--- src/rtl/dsp_mac_pipe.sv ---
// dsp_mac_pipe: 4-stage signed pre-add / multiply / post-add slice with valid
// tagging, global stall, signed overflow detection and optional saturation.
module dsp_mac_pipe #(
   parameter int AW     = 18,
   parameter int BW     = 18,
   parameter int CW     = 48,
   parameter int PW     = 48,
   parameter bit SAT_EN = 1'b0
) (
   input  logic          clk,
   input  logic          rstN,
   input  logic          ce,
   input  logic          inValid,
   input  logic [4:0]    opMode,
   input  logic [AW-1:0] A,
   input  logic [BW-1:0] B,
   input  logic [BW-1:0] D,
   input  logic [CW-1:0] C,
   input  logic          carryIn,
   input  logic [PW-1:0] PCIn,
   output logic [BW-1:0] BCOut,
   output logic [AW+BW:0] M,
   output logic [PW-1:0] P,
   output logic [PW-1:0] PCOut,
   output logic          carryOut,
   output logic          overflow,
   output logic          outValid
);
   localparam int MW  = AW + BW + 1;
   localparam int PRW = BW + 1;

   logic signed [AW-1:0]  a1_q, a2_q;
   logic signed [BW-1:0]  b1_q, d1_q;
   logic signed [CW-1:0]  c1_q, c2_q, c3_q;
   logic signed [PRW-1:0] pre2_q, pre2_d;
   logic signed [MW-1:0]  m_q, m_d;
   logic [4:0]            op1_q;
   logic [2:0]            op2_q, op3_q;
   logic                  cin1_q, cin2_q, cin3_q;
   logic                  vld1_q, vld2_q, vld3_q;
   logic [PW-1:0]         p_q, p_d, z, mx;
   logic [PW:0]           s;
   logic                  co_q, co_d, ov_q, ov_d, out_vld_q;

   always_comb begin
      pre2_d = !op1_q[1] ? PRW'(b1_q)
             : op1_q[0]  ? PRW'(d1_q) - PRW'(b1_q)
             :             PRW'(d1_q) + PRW'(b1_q);
      m_d    = MW'(a2_q) * MW'(pre2_q);
      mx     = PW'(m_q);
      z      = op3_q[1:0] == 2'b00 ? '0
             : op3_q[1:0] == 2'b01 ? p_q
             : op3_q[1:0] == 2'b10 ? PW'(c3_q)
             :                       PCIn;
      s      = op3_q[2] ? {1'b0, z} - {1'b0, mx} - {{PW{1'b0}}, cin3_q}
             :            {1'b0, z} + {1'b0, mx} + {{PW{1'b0}}, cin3_q};
      co_d   = s[PW];
      ov_d   = (op3_q[2] ? z[PW-1] != mx[PW-1] : z[PW-1] == mx[PW-1]) && s[PW-1] != z[PW-1];
      // Overflow direction follows the sign of Z: a positive Z can only overflow upward.
      p_d    = SAT_EN && ov_d ? (z[PW-1] ? {1'b1, {(PW-1){1'b0}}} : {1'b0, {(PW-1){1'b1}}})
             :                  s[PW-1:0];
   end

   always_ff @(posedge clk or negedge rstN) begin
      if (!rstN) begin
         a1_q      <= '0;
         b1_q      <= '0;
         d1_q      <= '0;
         c1_q      <= '0;
         op1_q     <= '0;
         cin1_q    <= 1'b0;
         vld1_q    <= 1'b0;
         a2_q      <= '0;
         pre2_q    <= '0;
         c2_q      <= '0;
         op2_q     <= '0;
         cin2_q    <= 1'b0;
         vld2_q    <= 1'b0;
         m_q       <= '0;
         c3_q      <= '0;
         op3_q     <= '0;
         cin3_q    <= 1'b0;
         vld3_q    <= 1'b0;
         p_q       <= '0;
         co_q      <= 1'b0;
         ov_q      <= 1'b0;
         out_vld_q <= 1'b0;
      end else begin
         out_vld_q <= ce & vld3_q;
         if (ce) begin
            a1_q   <= A;
            b1_q   <= B;
            d1_q   <= D;
            c1_q   <= C;
            op1_q  <= opMode;
            cin1_q <= carryIn;
            vld1_q <= inValid;
            a2_q   <= a1_q;
            pre2_q <= pre2_d;
            c2_q   <= c1_q;
            op2_q  <= op1_q[4:2];
            cin2_q <= cin1_q;
            vld2_q <= vld1_q;
            m_q    <= m_d;
            c3_q   <= c2_q;
            op3_q  <= op2_q;
            cin3_q <= cin2_q;
            vld3_q <= vld2_q;
            if (vld3_q) begin
               p_q  <= p_d;
               co_q <= co_d;
               ov_q <= ov_d;
            end
         end
      end
   end

   assign BCOut    = b1_q;
   assign M        = m_q;
   assign P        = p_q;
   assign PCOut    = p_q;
   assign carryOut = co_q;
   assign overflow = ov_q;
   assign outValid = out_vld_q;
endmodule

--- config.mk ---
export PLATFORM = sky130hd
export DESIGN_NAME = dsp_mac_pipe
export DESIGN_NICKNAME = d
export VERILOG_FILES = /design/src/rtl/dsp_mac_pipe.sv
export SDC_FILE = /design/constraint.sdc
export NUM_CORES = 2
export LEC_CHECK = 0
export BUFFER_PORTS_ARGS = -buffer_cell sky130_fd_sc_hd__buf_2
export CORE_ASPECT_RATIO = 1.75
export CORE_MARGIN = 1.5
export CORE_UTILIZATION = 40
export CTS_BUF_LIST = sky130_fd_sc_hd__clkbuf_4 sky130_fd_sc_hd__clkbuf_8
export CTS_CLUSTER_SIZE = 30
export DETAILED_ROUTE_END_ITERATION = 8
export GPL_TIMING_DRIVEN = 0
export HOLD_SLACK_MARGIN = 0.06
export PLACE_DENSITY = 0.58
export RECOVER_POWER = 50
export SYNTH_ARGS = -nofsm -noshare
export SYNTH_HDL_FRONTEND = slang
export SYNTH_SLANG_ARGS = --single-unit
--- constraint.sdc ---
create_clock -name clk -period 8.5 [get_ports clk]
set_clock_uncertainty 0.15 [all_clocks]
set_input_delay 0 -clock clk [delete_from_list [all_inputs] [get_ports clk]]
set_output_delay 0 -clock clk [all_outputs]
set_load 0.01 [all_outputs]
==> impl_metrics.sql <==
INSERT INTO impl_metrics (metric_group, metric, value, unit) VALUES
('final_layout', 'layout.nets', '4941', ''),
('cts', 'clk_latency', '750', 'ps'),
('logic_synthesis', 'yosys_warnings', '0', ''),
('critical_path', 'critical_path_required', '8950', 'ps'),
('logic_synthesis', 'synth-seq-area-share', '0.2479', ''),
('die', 'floorplan.die.width', '224.4', 'um'),
('die', 'top_level_ports', '314', ''),
('critical_path', 'crit_chain', 'clkbuf_1 > clkbuf_1 > nand2_1 > fa_1 > fa_1 > fa_1 > fa_1 > inv_1 > fa_1 > inv_1 > fa_1 > inv_1 > ha_1 > a21o_1 > a21oi_1 > o21bai_1 > a21o_1 > a221oi_1 > o31a_1 > a31oi_1 > o211a_1 > o21a_1 > o31ai_1', ''),
('die', 'core_area', '85280', 'um2'),
('worst_hold_path', 'min_delay_path_depth', '5', ''),
('critical_path', 'critical_path.n_buffers_inverters', '5', ''),
('logic_synthesis', 'ys_seq_elements', '340', ''),
('flow_run', 'maxCapViolCount', '2', ''),
('detailed_routing', 'detailedRoute.firstPassIterationCount', '8', ''),
('critical_path', 'slowest_stage', 'sky130_fd_sc_hd__a221oi_1', ''),
('place', 'gp_routability_congestion', '0.9793', ''),
('cts', 'clk_path_buf_depth', '3', ''),
('critical_path', 'reg_to_reg_slack_setup', '250', 'ps'),
('detailed_routing', 'post_dr_vias_cell', '5.299', ''),
('logic_synthesis', 'synth.area.top_cells', 'sky130_fd_sc_hd__dfrtp_1, sky130_fd_sc_hd__fa_1, sky130_fd_sc_hd__mux2_2, sky130_fd_sc_hd__ha_1, sky130_fd_sc_hd__inv_1', ''),
('critical_path', 'worst_path_largest_cell_delay', '980', 'ps'),
('logic_synthesis', 'ys_types', '78', ''),
('cts', 'cts-buffers-inserted', '57', ''),
('timing', 'tns', '0', 'ps'),
('detailed_routing', 'number_of_nets_with_antenna_violations_after_detailed_routing', '0', ''),
('critical_path', 'timing.rr.start', 'pre2_q[8]', ''),
('timing', 'finalHoldViolations', '0', ''),
('worst_hold_path', 'hp-start', 'PCIn[0]', ''),
('detailed_routing', 'number_of_drc_violations_after_detailed_routing', '0', ''),
('critical_path', 'startpoint_type', 'register', ''),
('logic_synthesis', 'post-synth-top-area-cell', 'sky130_fd_sc_hd__dfrtp_1', ''),
('final_layout', 'layout-area-overhead-vs-synth', '18.81', '%'),
('worst_hold_path', 'worstHoldPathType', 'input port to register', ''),
('critical_path', 'regToRegEndpoint', 'M[35]', ''),
('run_status', 'outcome', 'finished with violations', ''),
('cts', 'cts-root-buf', 'sky130_fd_sc_hd__clkbuf_8', ''),
('logic_synthesis', 'dominantRegCellSynth', 'sky130_fd_sc_hd__dfrtp_1', ''),
('grt', 'grt_pass1_wl', '182.2', 'mm'),
('cts', 'ctsHoldBuffers', '226', ''),
('timing', 'fin_crit_sh', '0.9702', ''),
('timing', 'slew_viol_final', '204', ''),
('timing', 'grt_setup_unrepaired', 'false', ''),
('die', 'height_of_the_die', '390.5', 'um'),
('detailed_routing', 'avgRoutedWirePerCell', '23.21', 'um'),
('grt', 'number_of_global_route_vias_before_repair', '29770', ''),
('critical_path', 'cp_data_arrival_time', '8690', 'ps'),
('timing', 'period_needed', '8247', 'ps'),
('grt', 'grt_start_max_net_pins', '114', ''),
('logic_synthesis', 'post_synth_most_frequent_cells', 'sky130_fd_sc_hd__inv_1, sky130_fd_sc_hd__fa_1, sky130_fd_sc_hd__dfrtp_1', ''),
('logic_synthesis', 'number_of_nets_in_the_synthesized_netlist', '4339', ''),
('die', 'num_rows', '142', ''),
('cts', 'tritoncts', 'built', ''),
('timing', 'timing.slew.headroom', '-2.440', ''),
('logic_synthesis', 'syn-mean-instance-area', '9.596', 'um2'),
('worst_hold_path', 'holdPathEnd', 'P[0]', ''),
('logic_synthesis', 'postSynth.asyncResetShare', '1.000', ''),
('cts', 'post_cts_buffers', '0', ''),
('place', 'placement.io_buffers', '313', ''),
('cts', 'tritoncts_num_sinks', '340', ''),
('logic_synthesis', 'synthDominantCellAreaShare', '0.2479', ''),
('run_status', 'violations', 'max-capacitance violations, max-slew violations', ''),
('logic_synthesis', 'mappedNetlistArea', '34320', 'um2'),
('critical_path', 'worstRegToRegCells', '23', ''),
('timing', 'clock.fmax', '121.3', 'MHz'),
('grt', 'grt_overflow_total', '0', ''),
('cts', 'worst_setup_hold_path_clk_slew', '70', 'ps'),
('detailed_routing', 'total_wirelength', '123.2', 'mm'),
('cts', 'ctsResizeCount', '0', ''),
('critical_path', 'worst_setup_path_end_kind', 'register', ''),
('detailed_routing', 'vias', '28120', ''),
('detailed_routing', 'dr.first_iter.drc_count', '1704', '');
-- logic make-up after synthesis --
family	count (synthesis)	synth area share
AND/OR/NAND/NOR	803	0.1128
buffers and inverters	754	0.08842
flip-flops	340	0.2479
adder cells (fa/ha/maj)	603	0.2964
AO/OA/AOI/OAI	603	0.1109
multiplexers	325	0.1058
XOR/XNOR	148	0.03777
-- metrics by stage --
stage	hold slack (ps)	area [um2]	worst slack, ps	cells	util
6_report	107.1	40770	253.0	5306	0.4781
5_1_grt	120.3	40770	24.49	5305	0.4780
4_1_cts	69.92	40940	230.5	5304	0.4800
3_5_place_dp	-279.8	37330	225.2	4973	0.4378
3_3_place_gp	62.00	37230	265.8	4969	0.4366
2_1_floorplan	-445.6	34320	1998	3576	-
-- layer usage --
metal  routed length, um  share of wire  GRT usage
met3                5720          0.046    0.03472
met1               43540           0.35     0.2935
met2               64170           0.52     0.5228
met4                9730          0.079     0.1910
met5                   0              0          0
-- worst max-delay path by stage --
stage | start | endpoint | slack, ps | depth (start not counted)
2_1_floorplan | pre2_q[11] | M[35] | 2000 | 23
3_3_place_gp | pre2_q[7] | M[35] | 270 | 21
3_5_place_dp | pre2_q[11] | M[35] | 230 | 23
4_1_cts | pre2_q[11] | M[35] | 230 | 23
5_1_grt | pre2_q[11] | M[35] | 20 | 23
6_report | pre2_q[8] | M[35] | 250 | 23
-- worst reg2reg max path, cell delays in order, from the launching register on --
cell and delay (ps):
sky130_fd_sc_hd__dfrtp_1 320, sky130_fd_sc_hd__clkbuf_1 720, sky130_fd_sc_hd__clkbuf_1 580, sky130_fd_sc_hd__nand2_1 190
sky130_fd_sc_hd__fa_1 560, sky130_fd_sc_hd__fa_1 480, sky130_fd_sc_hd__fa_1 450, sky130_fd_sc_hd__fa_1 490
sky130_fd_sc_hd__inv_1 50, sky130_fd_sc_hd__fa_1 540, sky130_fd_sc_hd__inv_1 50, sky130_fd_sc_hd__fa_1 480
sky130_fd_sc_hd__inv_1 50, sky130_fd_sc_hd__ha_1 350, sky130_fd_sc_hd__a21o_1 190, sky130_fd_sc_hd__a21oi_1 130
sky130_fd_sc_hd__o21bai_1 80, sky130_fd_sc_hd__a21o_1 200, sky130_fd_sc_hd__a221oi_1 980, sky130_fd_sc_hd__o31a_1 310
sky130_fd_sc_hd__a31oi_1 160, sky130_fd_sc_hd__o211a_1 270, sky130_fd_sc_hd__o21a_1 170, sky130_fd_sc_hd__o31ai_1 210
-- layout make-up --
type	instances	area, um2
multi-input cells	2482	22780
inverters	552	2072
fillers	8283	44510
well taps	1080	1351
plain buffers	202	962.2
clock buffers	86	1115
repair buffers	543	3762
clock inverters	19	219.0
flip-flops and latches	340	8508
diodes	2	5.005
-- layout by cell type (no fill, tap or decap), types with 16 or more instances in the layout --
| cell type | instances |
|---|---|
| sky130_fd_sc_hd__a21o_1 | 60 |
| sky130_fd_sc_hd__mux2_2 | 302 |
| sky130_fd_sc_hd__nand2b_1 | 18 |
| sky130_fd_sc_hd__o21bai_1 | 16 |
| sky130_fd_sc_hd__mux2i_1 | 23 |
| sky130_fd_sc_hd__clkbuf_1 | 240 |
| sky130_fd_sc_hd__dlygate4sd3_1 | 225 |
| sky130_fd_sc_hd__clkbuf_8 | 77 |
| sky130_fd_sc_hd__nand4_1 | 17 |
| sky130_fd_sc_hd__fa_1 | 350 |
| sky130_fd_sc_hd__nand3_1 | 38 |
| sky130_fd_sc_hd__xor2_1 | 34 |
| sky130_fd_sc_hd__nor2b_1 | 25 |
| sky130_fd_sc_hd__a21oi_1 | 184 |
| sky130_fd_sc_hd__o21ai_0 | 136 |
| sky130_fd_sc_hd__a31oi_1 | 22 |
| sky130_fd_sc_hd__and2_1 | 166 |
| sky130_fd_sc_hd__inv_1 | 549 |
| sky130_fd_sc_hd__a22oi_1 | 54 |
| sky130_fd_sc_hd__nand2_1 | 290 |
| sky130_fd_sc_hd__buf_4 | 33 |
| sky130_fd_sc_hd__xnor2_1 | 114 |
| sky130_fd_sc_hd__clkbuf_4 | 27 |
| sky130_fd_sc_hd__buf_2 | 222 |
| sky130_fd_sc_hd__nor3_1 | 29 |
| sky130_fd_sc_hd__ha_1 | 253 |
| sky130_fd_sc_hd__or3_1 | 16 |
| sky130_fd_sc_hd__o21a_1 | 17 |
| sky130_fd_sc_hd__dfrtp_1 | 340 |
| sky130_fd_sc_hd__o31ai_1 | 20 |
| sky130_fd_sc_hd__nor2_1 | 155 |
-- sequential cells by signal (all words and copies together), names as in the netlist, 3 cells and up --
signal  cells
BCOut      18
M          37
P          48
a1_q       18
a2_q       18
c1_q       48
c2_q       48
c3_q       48
d1_q       18
op1_q       5
op2_q       3
op3_q       3
pre2_q     19
Power is not shown: default switching activity piles up to over one toggle a cycle in this logic, so the estimate is an artifact.
